===== src/rtl/mul_accumulate_stage_if.sv =====
// rtl/mul_accumulate_stage_if.sv - product/result handshake bundle for the accumulate stage
//
// Purpose: groups the product input stream and the result output stream.
// Ports (signals):
//   prod_valid/prod_ready  product handshake
//   prod, prod_op          signed product, operation (00 ADD, 01 SUB, 10 LOAD, 11 CLEAR)
//   prod_last              product closes the sequence
//   acc_valid/acc_ready    result handshake
//   acc_out, acc_sat       saturated result and saturation flag
//   acc_count              products accepted in the sequence
// Modports: master = producer/consumer side, slave = accumulate stage.
interface mul_accumulate_stage_if #(
    parameter int PROD_W = 64,
    parameter int CNT_W  = 16
);
    logic              prod_valid;
    logic              prod_ready;
    logic [PROD_W-1:0] prod;
    logic [1:0]        prod_op;
    logic              prod_last;
    logic              acc_valid;
    logic              acc_ready;
    logic [PROD_W-1:0] acc_out;
    logic              acc_sat;
    logic [CNT_W-1:0]  acc_count;

    modport master (
        output prod_valid, prod, prod_op, prod_last, acc_ready,
        input  prod_ready, acc_valid, acc_out, acc_sat, acc_count
    );

    modport slave (
        input  prod_valid, prod, prod_op, prod_last, acc_ready,
        output prod_ready, acc_valid, acc_out, acc_sat, acc_count
    );
endinterface


===== src/rtl/mul_accumulate_stage.sv =====
// rtl/mul_accumulate_stage.sv - guarded multiply-accumulate stage behind the Booth multiplier
//
// Purpose: accepts signed products, accumulates a sequence (ADD/SUB/LOAD/CLEAR) into a
// guarded ACC_W accumulator and presents the PROD_W-saturated sum at the sequence end.
// Ports:
//   clk   clock, rising edge
//   rst   synchronous active-high reset
//   bus   mul_accumulate_stage_if.slave: product stream in, result stream out
module mul_accumulate_stage #(
    parameter int PROD_W = 64,
    parameter int ACC_W  = 72,
    parameter int CNT_W  = 16
) (
    input  logic                  clk,
    input  logic                  rst,
    mul_accumulate_stage_if.slave bus
);

    localparam int WRK_W = ACC_W + 1;
    localparam int GRD_W = ACC_W - PROD_W;

    localparam logic [1:0] OP_ADD   = 2'b00;
    localparam logic [1:0] OP_SUB   = 2'b01;
    localparam logic [1:0] OP_LOAD  = 2'b10;
    localparam logic [1:0] OP_CLEAR = 2'b11;

    localparam logic [ACC_W-1:0]  ACC_MAX  = {1'b0, {(ACC_W-1){1'b1}}};
    localparam logic [ACC_W-1:0]  ACC_MIN  = {1'b1, {(ACC_W-1){1'b0}}};
    localparam logic [PROD_W-1:0] PROD_MAX = {1'b0, {(PROD_W-1){1'b1}}};
    localparam logic [PROD_W-1:0] PROD_MIN = {1'b1, {(PROD_W-1){1'b0}}};
    localparam logic [CNT_W-1:0]  CNT_MAX  = {CNT_W{1'b1}};

    typedef enum logic [1:0] {
        S_IDLE  = 2'd0,
        S_ACCUM = 2'd1,
        S_HOLD  = 2'd2
    } state_e;

    state_e state_q, state_d;

    logic [ACC_W-1:0]  acc_q, acc_d;
    logic              sat_q, sat_d;
    logic [CNT_W-1:0]  cnt_q, cnt_d;
    logic [PROD_W-1:0] out_q, out_d;
    logic              out_sat_q, out_sat_d;
    logic [CNT_W-1:0]  out_cnt_q, out_cnt_d;

    logic prod_ready;
    logic acc_valid;
    logic prod_fire;
    logic acc_fire;

    assign prod_fire = bus.prod_valid & prod_ready;
    assign acc_fire  = acc_valid & bus.acc_ready;

    // ------------------------------------------------------------------
    // FSM: state register
    // ------------------------------------------------------------------
    always_ff @(posedge clk) begin
        if (rst) begin
            state_q <= S_IDLE;
        end else begin
            state_q <= state_d;
        end
    end

    // ------------------------------------------------------------------
    // FSM: next state
    // ------------------------------------------------------------------
    always_comb begin
        state_d = state_q;
        case (state_q)
            S_IDLE, S_ACCUM: begin
                if (prod_fire) begin
                    state_d = bus.prod_last ? S_HOLD : S_ACCUM;
                end
            end
            S_HOLD: begin
                if (acc_fire) begin
                    state_d = S_IDLE;
                end
            end
            default: state_d = S_IDLE;
        endcase
    end

    // ------------------------------------------------------------------
    // FSM: outputs, pure functions of state
    // ------------------------------------------------------------------
    always_comb begin
        prod_ready = 1'b0;
        acc_valid  = 1'b0;
        case (state_q)
            S_IDLE:  prod_ready = 1'b1;
            S_ACCUM: prod_ready = 1'b1;
            S_HOLD:  acc_valid  = 1'b1;
            default: begin
                prod_ready = 1'b0;
                acc_valid  = 1'b0;
            end
        endcase
    end

    // ------------------------------------------------------------------
    // Accumulate datapath
    // ------------------------------------------------------------------
    logic [WRK_W-1:0]  prod_ext;
    logic [WRK_W-1:0]  acc_ext;
    logic [WRK_W-1:0]  work;
    logic              work_pos_ovf;
    logic              work_neg_ovf;
    logic [ACC_W-1:0]  acc_new;
    logic              sticky_new;
    logic [CNT_W-1:0]  cnt_new;
    logic              out_pos_clip;
    logic              out_neg_clip;
    logic [PROD_W-1:0] out_new;
    logic              seq_open;

    // In IDLE the previous sequence is treated as absent, so a stale
    // accumulator or flag can never leak into a new sequence.
    assign seq_open = (state_q == S_ACCUM);

    always_comb begin
        prod_ext = {{(WRK_W-PROD_W){bus.prod[PROD_W-1]}}, bus.prod};
        acc_ext  = seq_open ? {acc_q[ACC_W-1], acc_q} : '0;

        case (bus.prod_op)
            OP_ADD:   work = acc_ext + prod_ext;
            OP_SUB:   work = acc_ext - prod_ext;
            OP_LOAD:  work = prod_ext;
            OP_CLEAR: work = '0;
            default:  work = '0;
        endcase

        // One extra bit is enough to hold any acc +/- prod, so the top two
        // bits disagreeing means the ACC_W range was left.
        work_pos_ovf = ~work[WRK_W-1] &  work[WRK_W-2];
        work_neg_ovf =  work[WRK_W-1] & ~work[WRK_W-2];

        if (work_pos_ovf) begin
            acc_new = ACC_MAX;
        end else if (work_neg_ovf) begin
            acc_new = ACC_MIN;
        end else begin
            acc_new = work[ACC_W-1:0];
        end

        if (bus.prod_op == OP_LOAD || bus.prod_op == OP_CLEAR) begin
            sticky_new = 1'b0;
        end else begin
            sticky_new = (seq_open & sat_q) | work_pos_ovf | work_neg_ovf;
        end

        if (!seq_open) begin
            cnt_new = CNT_W'(1);
        end else if (cnt_q == CNT_MAX) begin
            cnt_new = cnt_q;
        end else begin
            cnt_new = cnt_q + CNT_W'(1);
        end

        // The value fits PROD_W only when the guard bits and the PROD_W sign
        // bit all equal the accumulator sign.
        out_pos_clip = ~acc_new[ACC_W-1] &  (|acc_new[ACC_W-2:PROD_W-1]);
        out_neg_clip =  acc_new[ACC_W-1] & ~(&acc_new[ACC_W-2:PROD_W-1]);

        if (out_pos_clip) begin
            out_new = PROD_MAX;
        end else if (out_neg_clip) begin
            out_new = PROD_MIN;
        end else begin
            out_new = acc_new[PROD_W-1:0];
        end
    end

    // ------------------------------------------------------------------
    // Accumulator / result next state
    // ------------------------------------------------------------------
    always_comb begin
        acc_d     = acc_q;
        sat_d     = sat_q;
        cnt_d     = cnt_q;
        out_d     = out_q;
        out_sat_d = out_sat_q;
        out_cnt_d = out_cnt_q;

        if (state_q == S_HOLD) begin
            if (acc_fire) begin
                acc_d     = '0;
                sat_d     = 1'b0;
                cnt_d     = '0;
                out_d     = '0;
                out_sat_d = 1'b0;
                out_cnt_d = '0;
            end
        end else if (prod_fire) begin
            acc_d = acc_new;
            sat_d = sticky_new;
            cnt_d = cnt_new;
            if (bus.prod_last) begin
                out_d     = out_new;
                out_sat_d = sticky_new | out_pos_clip | out_neg_clip;
                out_cnt_d = cnt_new;
            end
        end
    end

    always_ff @(posedge clk) begin
        if (rst) begin
            acc_q     <= '0;
            sat_q     <= 1'b0;
            cnt_q     <= '0;
            out_q     <= '0;
            out_sat_q <= 1'b0;
            out_cnt_q <= '0;
        end else begin
            acc_q     <= acc_d;
            sat_q     <= sat_d;
            cnt_q     <= cnt_d;
            out_q     <= out_d;
            out_sat_q <= out_sat_d;
            out_cnt_q <= out_cnt_d;
        end
    end

    // Result registers are only loaded when entering HOLD and are zeroed on
    // leaving it, so they already read 0 in IDLE and ACCUM.
    always_comb begin
        bus.prod_ready = prod_ready;
        bus.acc_valid  = acc_valid;
        bus.acc_out    = out_q;
        bus.acc_sat    = out_sat_q;
        bus.acc_count  = out_cnt_q;
    end

    // Guard bits must exist for the output clamp slice to be meaningful.
    if (GRD_W < 1) begin : g_bad_width
        $error("ACC_W must exceed PROD_W");
    end

endmodule


===== src/flat_wrapper.sv =====
// flat-port wrapper written by rule: the top's interface ports become plain ports
module mul_accumulate_stage_flat 
#(
    parameter int PROD_W = 64,
    parameter int ACC_W  = 72,
    parameter int CNT_W  = 16
)
  (clk, rst, bus_prod_valid, bus_prod, bus_prod_op, bus_prod_last, bus_acc_ready, bus_prod_ready, bus_acc_valid, bus_acc_out, bus_acc_sat, bus_acc_count);
  mul_accumulate_stage_if #(.PROD_W(PROD_W), .CNT_W(CNT_W)) bus_i ();
  input  logic clk;
  input  logic rst;
  input wire logic [$bits(bus_i.prod_valid)-1:0] bus_prod_valid;
  input wire logic [$bits(bus_i.prod)-1:0] bus_prod;
  input wire logic [$bits(bus_i.prod_op)-1:0] bus_prod_op;
  input wire logic [$bits(bus_i.prod_last)-1:0] bus_prod_last;
  input wire logic [$bits(bus_i.acc_ready)-1:0] bus_acc_ready;
  output wire logic [$bits(bus_i.prod_ready)-1:0] bus_prod_ready;
  output wire logic [$bits(bus_i.acc_valid)-1:0] bus_acc_valid;
  output wire logic [$bits(bus_i.acc_out)-1:0] bus_acc_out;
  output wire logic [$bits(bus_i.acc_sat)-1:0] bus_acc_sat;
  output wire logic [$bits(bus_i.acc_count)-1:0] bus_acc_count;
  assign bus_i.prod_valid = bus_prod_valid;
  assign bus_i.prod = bus_prod;
  assign bus_i.prod_op = bus_prod_op;
  assign bus_i.prod_last = bus_prod_last;
  assign bus_i.acc_ready = bus_acc_ready;
  assign bus_prod_ready = bus_i.prod_ready;
  assign bus_acc_valid = bus_i.acc_valid;
  assign bus_acc_out = bus_i.acc_out;
  assign bus_acc_sat = bus_i.acc_sat;
  assign bus_acc_count = bus_i.acc_count;
  mul_accumulate_stage #(.PROD_W(PROD_W), .ACC_W(ACC_W), .CNT_W(CNT_W)) u_core (.clk(clk), .rst(rst), .bus(bus_i));
endmodule

===== config.mk =====
export PLATFORM = sky130hd
export DESIGN_NAME = mul_accumulate_stage_flat
export DESIGN_NICKNAME = d
export VERILOG_FILES = /design/src/rtl/mul_accumulate_stage_if.sv /design/src/rtl/mul_accumulate_stage.sv /design/src/flat_wrapper.sv
export SDC_FILE = /design/constraint.sdc
export NUM_CORES = 1
export LEC_CHECK = 0
export ABC_AREA = 1
export BUFFER_PORTS_ARGS = -buffer_cell sky130_fd_sc_hd__buf_2
export CAP_MARGIN = 10
export CORE_ASPECT_RATIO = 1.5
export CORE_UTILIZATION = 55
export DETAILED_ROUTE_END_ITERATION = 8
export PLACE_DENSITY = 0.82
export SLEW_MARGIN = 40
export SYNTH_ARGS = -nofsm -noshare
export SYNTH_HDL_FRONTEND = slang
export SYNTH_SLANG_ARGS = --single-unit

===== constraint.sdc =====
create_clock -name clk -period 6.7 [get_ports clk]
set_clock_uncertainty 0.05 [all_clocks]
set_input_delay 1.34 -clock clk [delete_from_list [all_inputs] [get_ports clk]]
set_output_delay 1.34 -clock clk [all_outputs]
set_load 0.02 [all_outputs]

==> flow_metrics.tcl <==
set metrics [dict create \
    hold_buffers 0 \
    async_flop_share 0 \
    dp_hpwl_um 55000 \
    power.total_mw 3.73 \
    dr.pass1.iters 5 \
    worst_ep_required_time_ps 6970 \
    nets 3248 \
    wirelength_um 71900 \
    syn_area_um2 16900 \
    seq_area_um2 3440 \
    place_area_um2 19400 \
    grt_antenna_before_repair 2 \
    clkTransAtPathRegs_ps 80 \
    synth_cells 2807 \
    std_cell_rows 78 \
    drc_errors 0 \
    detail_route.vias_per_cell 5.77 \
    min-delay-path-class "flop to flop" \
    syn_nets 2953 \
    synth.yosys.seq_area_share 0.204 \
    fin_util 0.675 \
    fin_crit_ps 6490 \
    htreeDepth 4 \
    grt_pass1_wl_um 108000 \
    slowest_stage "ha_1" \
    hold_path_depth 2 \
    cts_made_buffers 17 \
    die_w_um 145 \
    path_max_fanout 13 \
    report.final.slew_viol_count 0 \
    min_from "u_core.acc_q[21]$_SDFFE_PP0P_" \
    synth_cell_types 55 \
    synthTopCellsByArea "dfxtp_1, nand2_1, inv_1" \
    end_kind "flop" \
    die_h_um 217 \
    synth-main-ff-cell "dfxtp_1" \
    area_delta_synth_final_pct 21.0 \
    numPortBuffers 153 \
    fin_crit_sh 0.969 \
    num_vias 20274 \
    io_pins 154 \
    initial_core_util 0.558 \
    synth_top_cell_by_area "dfxtp_1" \
    ys_ff_latch 172 \
    insertion_delay_ps 470 \
    cts_num_sinks 172 \
    min_to "u_core.acc_q[21]$_SDFFE_PP0P_" \
    drive_gt1_frac 0.228 \
    r2r-end "u_core.bus.acc_out[62]$_SDFFE_PP0P_" \
    avgSynthCellArea_um2 6.01 \
    reg2reg_from "u_core.state_q[1]$_SDFFE_PP0P_" \
    rrSetupSlack_ps 1750 \
    setup_viol 0 \
    holdWs_ps 419 \
    worstMarginPinSlew_ps 902 \
    grt_max_degree 87 \
    grt.total_usage 0.447 \
    cp-start-kind "input pin" \
    drt_iter0_markers 1574 \
    cp.arrival_ps 6770 \
    critical_path.max_stage_delay_ps 380 \
    max_freq_mhz 154 \
    status "finished clean" \
    fin_area_um2 20400 \
    slew_headroom 0.399 \
    powerDensity_nw_per_um2 183 \
    grt_overflow 0 \
    synth_top_area_frac 0.204 \
    synth-edff-count 0 \
    multi_input_area_um2 11400 \
    clockBufferDepth 2 \
    drv_cap 0 \
    ir_drop_mv 0.265 \
    cts_tree "yes" \
    nFillCells 2893 \
    first_global_vias 19909 \
    layout_common_cells "nand2_1, inv_1, nor2_1" \
    crit_path_frequent_cell "nand2_1" \
    path_class "input pin to flop" \
    yosysWarnings 0 \
    reg2reg_depth 26 \
    coreArea_um2 30300 \
    final_common_cell "nand2_1" \
    routedWlPerCell_um 20.5 \
    p_leak_nw 9.88 \
    cts_root_buffer "clkbuf_16" \
    hold_viol 0 \
    die_area_um2 31400 \
    gp_congestion 1.10 \
    ant_nets 0 \
]
-- per-layer routing --
layer	GRT usage	up-vias	part of all wire
li1	-	9541	-
met1	0.444	9332	0.34
met2	0.780	1015	0.48
met3	0.0781	384	0.067
met4	0.442	2	0.11
met5	0	-	0.00018
-- stage by stage --
stage	worst slack (ps)	setup TNS, ps	instances
6_report	206	0	3516
3_3_place_gp	-267	-18070	3474
3_5_place_dp	-461	-33840	3476
4_1_cts	2.00	0	3508
2_1_floorplan	1060	0	2807
5_1_grt	-23.8	-59.7	3515
-- cell families (layout without fill, tap and decap cells) --
group,after synthesis,in the layout,share of synthesized area
simple gates,1344,1345,0.356
xor+xnor,119,119,0.0618
other cells,0,1,0
flops,172,172,0.204
buf+inv,568,875,0.137
compound gates,529,529,0.186
fa+ha+maj,75,75,0.0560
-- synthesized netlist by cell type (3+ instances only) --
library cell / instances
a21o_1: 4
a21oi_1: 231
a21oi_2: 61
a31oi_1: 18
buf_1: 3
buf_12: 5
buf_2: 19
buf_4: 7
buf_6: 3
clkbuf_1: 75
clkinv_1: 3
dfxtp_1: 172
ha_1: 74
inv_1: 424
inv_2: 26
nand2_1: 757
nand2_2: 30
nand2_4: 3
nand3_1: 119
nand3_2: 67
nand4_1: 13
nor2_1: 272
nor2_2: 16
nor2_4: 6
nor3_1: 28
nor3_2: 3
nor4_1: 14
o211ai_1: 4
o21a_1: 5
o21ai_0: 134
o21bai_1: 9
o221ai_1: 30
o22ai_1: 19
o31ai_1: 5
o41ai_1: 3
or2_2: 4
xnor2_1: 35
xor2_1: 84
-- state kept, by name, indices dropped and copies added (netlist names) --
register,flops
u_core.cnt_q,16
u_core.sat_q,1
u_core.acc_q,72
u_core.bus.acc_count,16
u_core.bus.acc_out,64
u_core.bus.acc_sat,1
u_core.state_q,2
-- repair_timing --
action | CTS | global route
setup endpoints to repair | 0 | 129
buffers inserted | 0 | 5
resized for setup | 0 | 73
-- power by group --
part	total [mW]	internal, mW	switching [mW]
Combinational	1.43	0.490	0.942
Sequential	1.17	1.11	0.0570
Clock	1.13	0.552	0.579
Total	3.73	2.15	1.58
-- layout make-up --
cell class | count | share of cell area
diodes | 1 | 0.000123
clock buffers | 17 | 0.0208
clock inverters | 15 | 0.0103
inverters | 453 | 0.0834
multi-input cells | 2068 | 0.559
flip-flops and latches | 172 | 0.169
well taps | 400 | 0.0245
repair buffers | 390 | 0.133
-- worst max-delay path by stage --
stage,endpoint,slack [ps],start
detailed placement,u_core.bus.acc_out[30]$_SDFFE_PP0P_,-460,bus_prod[0]
global placement,u_core.bus.acc_sat$_SDFFE_PP0P_,-270,bus_prod[0]
finish,u_core.bus.acc_out[62]$_SDFFE_PP0P_,210,bus_prod[0]
floorplan,u_core.bus.acc_out[10]$_SDFFE_PP0P_,1060,bus_prod[1]
global route,u_core.bus.acc_out[0]$_SDFFE_PP0P_,-20,bus_prod[0]
CTS,u_core.bus.acc_out[1]$_SDFFE_PP0P_,2,bus_prod[0]
-- critical path, delay by kind of cell --
kind | cells | cell delay [ps]
AOI/OAI and AO/OA | 2 | 300
xor gates and xnor gates | 1 | 130
adders and majority gates | 1 | 380
buffers and inverters | 8 | 880
and+or+nand+nor | 27 | 3720
Power figures use the tool's default switching activity.
